$ cat src/rtl/b8b10_enc_lanes.sv
// b8b10_enc_lanes: LANES-wide 8b/10b transmit encoder, running disparity chained lane 0 -> LANES-1 and across cycles.
// Optional macro B8B10_ENC_DISPINJ_EN adds disp_inj, which encodes lane 0 against the inverted registered rd.
module b8b10_enc_lanes #(
    parameter int unsigned LANES   = 2,
    parameter logic [7:0]  IDLE_K  = 8'hBC,
    parameter logic        RD_INIT = 1'b0
) (
    input  logic                  clk,
    input  logic                  reset,
    input  logic                  en,
    input  logic                  in_valid,
    output logic                  in_ready,
    input  logic [LANES*8-1:0]    in_data,
    input  logic [LANES-1:0]      in_k,
`ifdef B8B10_ENC_DISPINJ_EN
    input  logic                  disp_inj,
`endif
    output logic [LANES*10-1:0]   out_data,
    output logic                  out_valid,
    output logic                  out_idle,
    output logic [LANES-1:0]      kerr,
    output logic                  rd
);

    localparam int unsigned SW = LANES * 10;

    // 5b/6b code in abcdei order (a = MSB) as used at RD-; bit 6 set = complement at RD+
    function automatic logic [6:0] enc_6b(input logic [4:0] x, input logic k);
        logic [6:0] r;
        case (x)
            5'd0:    r = {1'b1, 6'b100111};
            5'd1:    r = {1'b1, 6'b011101};
            5'd2:    r = {1'b1, 6'b101101};
            5'd3:    r = {1'b0, 6'b110001};
            5'd4:    r = {1'b1, 6'b110101};
            5'd5:    r = {1'b0, 6'b101001};
            5'd6:    r = {1'b0, 6'b011001};
            5'd7:    r = {1'b1, 6'b111000};
            5'd8:    r = {1'b1, 6'b111001};
            5'd9:    r = {1'b0, 6'b100101};
            5'd10:   r = {1'b0, 6'b010101};
            5'd11:   r = {1'b0, 6'b110100};
            5'd12:   r = {1'b0, 6'b001101};
            5'd13:   r = {1'b0, 6'b101100};
            5'd14:   r = {1'b0, 6'b011100};
            5'd15:   r = {1'b1, 6'b010111};
            5'd16:   r = {1'b1, 6'b011011};
            5'd17:   r = {1'b0, 6'b100011};
            5'd18:   r = {1'b0, 6'b010011};
            5'd19:   r = {1'b0, 6'b110010};
            5'd20:   r = {1'b0, 6'b001011};
            5'd21:   r = {1'b0, 6'b101010};
            5'd22:   r = {1'b0, 6'b011010};
            5'd23:   r = {1'b1, 6'b111010};
            5'd24:   r = {1'b1, 6'b110011};
            5'd25:   r = {1'b0, 6'b100110};
            5'd26:   r = {1'b0, 6'b010110};
            5'd27:   r = {1'b1, 6'b110110};
            5'd28:   r = k ? {1'b1, 6'b001111} : {1'b0, 6'b001110};
            5'd29:   r = {1'b1, 6'b101110};
            5'd30:   r = {1'b1, 6'b011110};
            default: r = {1'b1, 6'b101011};
        endcase
        return r;
    endfunction

    // 3b/4b code in fghj order (f = MSB) as used at RD-; bit 4 set = complement at RD+
    function automatic logic [4:0] enc_4b(input logic [2:0] y, input logic k, input logic a7);
        logic [4:0] r;
        case (y)
            3'd0:    r = {1'b1, 4'b1011};
            3'd1:    r = k ? {1'b1, 4'b0110} : {1'b0, 4'b1001};
            3'd2:    r = k ? {1'b1, 4'b1010} : {1'b0, 4'b0101};
            3'd3:    r = {1'b1, 4'b1100};
            3'd4:    r = {1'b1, 4'b1101};
            3'd5:    r = k ? {1'b1, 4'b0101} : {1'b0, 4'b1010};
            3'd6:    r = k ? {1'b1, 4'b1001} : {1'b0, 4'b0110};
            default: r = (k | a7) ? {1'b1, 4'b0111} : {1'b1, 4'b1110};
        endcase
        return r;
    endfunction

    function automatic logic k_legal(input logic [7:0] b);
        logic [4:0] x;
        x = b[4:0];
        return (x == 5'd28) |
               ((b[7:5] == 3'd7) & ((x == 5'd23) | (x == 5'd27) | (x == 5'd29) | (x == 5'd30)));
    endfunction

    // Returns {rd_out, symbol} with symbol in {j,h,g,f,i,e,d,c,b,a} order
    function automatic logic [10:0] enc_sym(input logic [7:0] b, input logic k, input logic rd_in);
        logic [4:0] x;
        logic [2:0] y;
        logic [6:0] r6;
        logic [4:0] r4;
        logic [5:0] c6;
        logic [3:0] c4;
        logic       rd_mid;
        logic       rd_out;
        logic       a7;
        logic [9:0] abc;
        logic [9:0] sym;
        x      = b[4:0];
        y      = b[7:5];
        r6     = enc_6b(x, k);
        c6     = (r6[6] & rd_in) ? ~r6[5:0] : r6[5:0];
        rd_mid = rd_in ^ (r6[6] & (r6[5:0] != 6'b111000));
        a7     = ~k & (rd_mid ? ((x == 5'd11) | (x == 5'd13) | (x == 5'd14))
                              : ((x == 5'd17) | (x == 5'd18) | (x == 5'd20)));
        r4     = enc_4b(y, k, a7);
        c4     = (r4[4] & rd_mid) ? ~r4[3:0] : r4[3:0];
        rd_out = rd_mid ^ ((y == 3'd0) | (y == 3'd4) | (y == 3'd7));
        abc    = {c6, c4};
        for (int j = 0; j < 10; j++) begin
            sym[j] = abc[9 - j];
        end
        return {rd_out, sym};
    endfunction

    logic inj;
`ifdef B8B10_ENC_DISPINJ_EN
    assign inj = disp_inj;
`else
    assign inj = 1'b0;
`endif

    assign in_ready = en & ~reset;

    logic [LANES:0]   rd_chain;
    logic [SW-1:0]    sym_c;
    logic [LANES-1:0] kerr_c;
    logic [10:0]      enc_r;
    logic [7:0]       lane_b;
    logic             lane_k;

    // Lane encode chain; illegal K codes fall back to IDLE_K and keep the RD chain going
    always_comb begin
        rd_chain    = '0;
        sym_c       = '0;
        kerr_c      = '0;
        enc_r       = '0;
        lane_b      = '0;
        lane_k      = 1'b0;
        rd_chain[0] = rd ^ inj;
        for (int unsigned i = 0; i < LANES; i++) begin
            lane_b = in_valid ? in_data[8*i +: 8] : IDLE_K;
            lane_k = in_valid ? in_k[i] : 1'b1;
            if (lane_k && !k_legal(lane_b)) begin
                lane_b    = IDLE_K;
                kerr_c[i] = 1'b1;
            end
            enc_r              = enc_sym(lane_b, lane_k, rd_chain[i]);
            sym_c[10*i +: 10]  = enc_r[9:0];
            rd_chain[i+1]      = enc_r[10];
        end
    end

    always_ff @(posedge clk) begin
        if (reset) begin
            out_data  <= '0;
            out_valid <= 1'b0;
            out_idle  <= 1'b0;
            kerr      <= '0;
            rd        <= RD_INIT;
        end else if (en) begin
            out_data  <= sym_c;
            out_valid <= 1'b1;
            out_idle  <= ~in_valid;
            kerr      <= kerr_c;
            rd        <= rd_chain[LANES];
        end else begin
            out_data  <= '0;
            out_valid <= 1'b0;
            out_idle  <= 1'b0;
            kerr      <= '0;
        end
    end

endmodule

$ cat config.mk
export PLATFORM = sky130hd
export DESIGN_NAME = b8b10_enc_lanes
export DESIGN_NICKNAME = d
export VERILOG_FILES = /design/src/rtl/b8b10_enc_lanes.sv
export SDC_FILE = /design/constraint.sdc
export NUM_CORES = 1
export LEC_CHECK = 0
export CORE_ASPECT_RATIO = 1.1
export CORE_MARGIN = 2
export CORE_UTILIZATION = 55
export DETAILED_ROUTE_END_ITERATION = 7
export MAX_ROUTING_LAYER = met4
export PLACE_DENSITY = 0.87
export SLEW_MARGIN = 40
export SYNTH_ARGS = -nofsm -noshare
export SYNTH_HDL_FRONTEND = slang
export SYNTH_SLANG_ARGS = --single-unit
$ cat constraint.sdc
create_clock -name clk -period 3.6 [get_ports clk]
set_input_delay 0.72 -clock clk [delete_from_list [all_inputs] [get_ports clk]]
set_output_delay 0.72 -clock clk [all_outputs]
set_load 0.005 [all_outputs]
==> out/summary.txt, run 1 <==
PLACEMENT
----------------------------------------------------------------------------
Detailed placer's ending HPWL .................................      9259 um
Post-Place Cell Area ..........................................     4427 um2
Final Wtd Congestion ..........................................        1.142
Pre-CTS setup slack ...........................................   -0.3738 ns
Total of buffers placed on input and output ports .............           47

SYNTH
----------------------------------------------------------------------------
Area fraction of the dominant cell type after synthesis .......       16.11%
Post-synth design cell area ...................................     3107 um2
Number of cells produced by synthesis .........................          447
EDFF count, synth .............................................            0
Syn Nets ......................................................          469
Synthesized area per cell .....................................    6.950 um2
Post-synthesis async set-or-reset flop share ..................           0%
Predominant post-synthesis flop cell .......................... sky130_fd_sc_hd__dfxtp_1
Number of warnings reported in the yosys synthesis log ........            0
Distinct cells, synth .........................................           80
Proportion of synthesized chip area in sequential cells .......       16.11%
#FFs+latches synth ............................................           25
Synth top area cells .......................................... sky130_fd_sc_hd__dfxtp_1, sky130_fd_sc_hd__nor2_1, sky130_fd_sc_hd__nand2_1
List of most frequent post-synthesis cells .................... sky130_fd_sc_hd__nor2_1, sky130_fd_sc_hd__nand2_1, sky130_fd_sc_hd__a21oi_1, sky130_fd_sc_hd__o21ai_0, sky130_fd_sc_hd__dfxtp_1
Cell taking the most area after synthesis ..................... sky130_fd_sc_hd__dfxtp_1
Most repeated cell in the gate-level netlist after synthesis .. sky130_fd_sc_hd__nor2_1

DIE
----------------------------------------------------------------------------
Initial Utilization ...........................................       57.21%
Height of the chip ............................................     82.83 um
Number of cell rows ...........................................           28
IO Count ......................................................           48
Die Wd ........................................................     75.66 um

CLOCK NETWORK
----------------------------------------------------------------------------
Clock Root Buffer ............................................. sky130_fd_sc_hd__clkbuf_8
Number of hold-repair buffers added at the cts stage ..........            0
Worst-case clock buffer depth .................................            2
Clock Sinks ...................................................           25
TritonCTS buffer count ........................................            3
H-tree depth reported by CTS ..................................            1

OUTCOME
----------------------------------------------------------------------------
Run Error ..................................................... [ERROR GRT-0232] Routing congestion too high. Check the congestion heatmap in the GUI.
Last step reached .............................................      5_1_grt
Run status .................................................... stopped before the end

GLOBAL ROUTE
----------------------------------------------------------------------------
Total GRT Usage ...............................................       77.98%
Total grt overflow ............................................            3
Pin count of the biggest net entering global routing ..........           24

STA
----------------------------------------------------------------------------
Worst-slack endpoint at the end of global-route timing repair . rd$_SDFFE_PP0P_/D
Category of the worst endpoint ................................ register data pin

## per-layer routing
metal | GRT overflow | GRT usage (%)
met2 | 1 | 84.74
met4 | 2 | 66.51
met1 | 0 | 82.36
met5 | - | -
met3 | 0 | 69.17
## through the flow
stage	util, %	std cells	TNS (ns)
3_5_place_dp	81.52	655	-2.916
4_1_cts	83.39	659	0
2_1_floorplan	-	447	0
3_3_place_gp	81.52	655	-0.6443
## timing repair
action                                  in CTS
buffers inserted                             0
pin swaps                                    4
endpoints found under the setup margin       6
gates resized for setup                     17
hold endpoints to repair                     0
## kinds of logic after synthesis
group | share of synthesized area (%)
muxes | 1.329
xor gates and xnor gates | 7.290
buffers and inverters | 6.565
DFF | 16.11
and+or+nand+nor | 35.04
AOI/OAI and AO/OA | 33.67
==> run 2: changes to the inputs <==
--- a/config.mk
+++ b/config.mk
@@ -5,12 +5,10 @@
 export SDC_FILE = /design/constraint.sdc
 export NUM_CORES = 1
 export LEC_CHECK = 0
-export CORE_ASPECT_RATIO = 1.1
 export CORE_MARGIN = 2
-export CORE_UTILIZATION = 55
+export CORE_UTILIZATION = 40
 export DETAILED_ROUTE_END_ITERATION = 7
-export MAX_ROUTING_LAYER = met4
-export PLACE_DENSITY = 0.87
+export PLACE_DENSITY_LB_ADDON = 0.15
 export SLEW_MARGIN = 40
 export SYNTH_ARGS = -nofsm -noshare
 export SYNTH_HDL_FRONTEND = slang
==> out/summary.txt, run 2 <==
SYNTH
-------------------------------------------------------------------------------------
Post-synthesis async set-or-reset flop share ...........................           0%
Most repeated cell in the gate-level netlist after synthesis ........... sky130_fd_sc_hd__nor2_1
Predominant post-synthesis flop cell ................................... sky130_fd_sc_hd__dfxtp_1
#FFs+latches synth .....................................................           25
Proportion of synthesized chip area in sequential cells ................       16.11%
Synth top area cells ................................................... sky130_fd_sc_hd__dfxtp_1, sky130_fd_sc_hd__nor2_1, sky130_fd_sc_hd__nand2_1
Synthesized area per cell ..............................................    6.950 um2
Cell taking the most area after synthesis .............................. sky130_fd_sc_hd__dfxtp_1
Number of cells produced by synthesis ..................................          447
List of most frequent post-synthesis cells ............................. sky130_fd_sc_hd__nor2_1, sky130_fd_sc_hd__nand2_1, sky130_fd_sc_hd__a21oi_1, sky130_fd_sc_hd__o21ai_0, sky130_fd_sc_hd__dfxtp_1
EDFF count, synth ......................................................            0
Distinct cells, synth ..................................................           80
Number of warnings reported in the yosys synthesis log .................            0
Post-synth design cell area ............................................     3107 um2
Area fraction of the dominant cell type after synthesis ................       16.11%
Syn Nets ...............................................................          469

DIE
-------------------------------------------------------------------------------------
Die Wd .................................................................     92.13 um
Number of cell rows ....................................................           32
Height of the chip .....................................................     92.13 um
Total die area .........................................................     8488 um2
Initial Utilization ....................................................       40.84%
IO Count ...............................................................           48
Placeable core area ....................................................     7607 um2

PLACEMENT
-------------------------------------------------------------------------------------
Pre-CTS setup slack ....................................................   -0.2327 ns
Final Wtd Congestion ...................................................       0.9857
Detailed placer's ending HPWL ..........................................      9159 um
Total of buffers placed on input and output ports ......................           47
Placed Cells incl. Taps ................................................          705

WORST SETUP PATH
-------------------------------------------------------------------------------------
CP Data Arrival Time ...................................................      3.72 ns
Worst flop-to-flop path startpoint ..................................... rd$_SDFFE_PP0P_
Worst EP required ......................................................      3.80 ns
Startpoint types ....................................................... primary input
Critical Path Max Stage Delay ..........................................      0.47 ns
Sum of buffers and inverters on the critical path ......................            3
Critical path's slowest cell ........................................... sky130_fd_sc_hd__clkdlybuf4s50_1
Crit-path leading delay family ......................................... compound AO/OA/AOI/OAI gates
Biggest fanout along the worst timing path .............................           10
Start point of the critical path .......................................   in_data[2]
Crit-path cells ........................................................ clkdlybuf4s50_1 -> buf_6 -> buf_4 -> and2_1 -> o221a_4 -> a41oi_2 -> or4_4 -> a21oi_4 -> xnor2_2 -> nor4_2 -> a211oi_2 -> o311ai_2 -> mux2i_1
Critical path class ....................................................       in2reg
Critical Path Sink Type ................................................         flop

GLOBAL ROUTE
-------------------------------------------------------------------------------------
Pin count of the biggest net entering global routing ...................           23
Total GRT Usage ........................................................       25.57%
Total grt overflow .....................................................            0
Initial antenna violation count ........................................            0
Number of global-route vias before repair ..............................        3,672
Global-route wire length before repair .................................    17,980 um

STA
-------------------------------------------------------------------------------------
Final setup vio count ..................................................            0
Transition at the pin with the smallest max-transition slack ...........    0.4236 ns
Sum of negative setup slack ............................................         0 ns
Max-slew headroom ......................................................       71.76%
Highest clock frequency the design can meet ............................    284.1 MHz
Final min period .......................................................     3.520 ns
Post-route clock skew ..................................................  0.003451 ns
Final period util ......................................................       97.77%
Slack of the critical path .............................................   0.08012 ns
Hold violation count in the final report ...............................            0
Max-slew violations ....................................................            0

PWR
-------------------------------------------------------------------------------------
Maximum vdd drop .......................................................    0.1723 mV
Pwr per Cell Area ...................................................... 219.2 nW/um2
Reported leakage power .................................................     2.083 nW
Power consumption ......................................................   0.001091 W

LAYOUT
-------------------------------------------------------------------------------------
Fraction of layout cells with a size suffix above 1 ....................       34.19%
Number of flip-flops under the largest register name ...................           20
Top Registers .......................................................... out_data (20), kerr (2)
Non-filler cells in the finished layout ................................          722
Number of nets at the end of the flow ..................................          643
Register with the highest flop count ...................................     out_data
Relative area change from synthesis to final layout ....................       60.25%
Number of antenna diodes ...............................................            0
Most common cell after layout, fill and taps aside ..................... sky130_fd_sc_hd__buf_4
Most frequent cells in the layout ...................................... sky130_fd_sc_hd__buf_4, sky130_fd_sc_hd__nor2_1, sky130_fd_sc_hd__nand2_1

CLOCK NETWORK
-------------------------------------------------------------------------------------
TritonCTS buffer count .................................................            3
Worst-case clock buffer depth ..........................................            2
Clock Sinks ............................................................           25
H-tree depth reported by CTS ...........................................            1
Clock network latency to the later pin of the worst-skew pair ..........      0.26 ns
Clock Root Buffer ...................................................... sky130_fd_sc_hd__clkbuf_8
TritonCTS clock tree ...................................................          yes
Worst-path clk slew ....................................................      0.08 ns
Number of hold-repair buffers added at the cts stage ...................            0

HOLD PATH
-------------------------------------------------------------------------------------
Startpoint of the most critical hold path .............................. rd$_SDFFE_PP0P_
Type of the tightest min-delay check ...................................      reg2reg

ROUTE
-------------------------------------------------------------------------------------
Met1 WL ................................................................      5508 um
Residual antenna-violating net count after detailed routing ............            0
DRC Markers ............................................................            0
DR WL/cell .............................................................     15.90 um
Number of optimization iterations in the first detailed-route pass .....            5
Top layer used by detailed routing .....................................         met4
Met2 wire length .......................................................      5232 um
Count of routing violations after the opening detailed-route iteration .          283
Final wirelength .......................................................    11,480 um
Number of vias after detailed routing ..................................        4,119
Detailed route wirelength on metal3 ....................................       578 um
Via density ............................................................        5.705

OUTCOME
-------------------------------------------------------------------------------------
Run status .............................................................    completed

RUN
-------------------------------------------------------------------------------------
Max Cap Violations .....................................................            0

[run 2: final timing paths]
path | cells after the start | endpoint | slack, ns
worst max-delay path | 13 | out_data[6]$_SDFF_PN0_ | 0.08
worst max register to register | 6 | rd$_SDFFE_PP0P_ | 1.70
worst min-delay path | 2 | rd$_SDFFE_PP0P_ | 0.64
worst min register to register | 2 | rd$_SDFFE_PP0P_ | 0.64
[run 2: tightest hold or removal path: stages, from the launching register on]
cell and delay, ns:
sky130_fd_sc_hd__dfxtp_1 0.40, sky130_fd_sc_hd__nor2_1 0.14, sky130_fd_sc_hd__a211oi_1 0.05
[run 2: power by group]
part,internal (W),switching (W),leakage [nW],total (W)
logic,0.000321,0.000305,1.85,0.000626
registers,0.000302,0.00000879,0.206,0.000310
clock network,0.0000771,0.0000780,0.0255,0.000155
total,0.000700,0.000392,2.08,0.00109
[run 2: metrics by stage]
| step | area (um2) | hold slack (ns) | utilization (%) |
|---|---|---|---|
| floorplan | 3107 | 0.5440 | - |
| global placement | 4608 | 0.5745 | 60.58 |
| detailed placement | 4608 | 0.5968 | 60.58 |
| CTS | 4654 | 0.6071 | 61.18 |
| global route | 4979 | 0.6642 | 65.44 |
| finish | 4979 | 0.6352 | 65.44 |
[run 2: per-layer routing]
layer	GRT usage [%]	up-vias
met5	0	-
met3	1.808	17
li1	-	2002
met4	5.224	0
met2	41.48	169
met1	37.19	1931
[run 2: kinds of logic after synthesis]
kind of cell | share of synthesized area [%]
simple gates | 35.04
compound gates | 33.67
buf+inv | 6.565
xor+xnor | 7.290
flops | 16.11
mux | 1.329
[run 2: repair_timing]
item                       CTS  global route
resized for setup            0            48
setup endpoints to repair    0             7
buffers inserted             0            12
[run 2: cell type report]
class | count | area, um2
multi-input cells | 380 | 2581
repair buffers | 204 | 1697
inverters | 7 | 26.28
clock inverters | 1 | 5.005
well taps | 102 | 127.6
clock buffers | 3 | 41.29
fillers | 703 | 2629
flip-flops and latches | 25 | 500.5
Note: power is estimated with default switching activity, not from simulation.
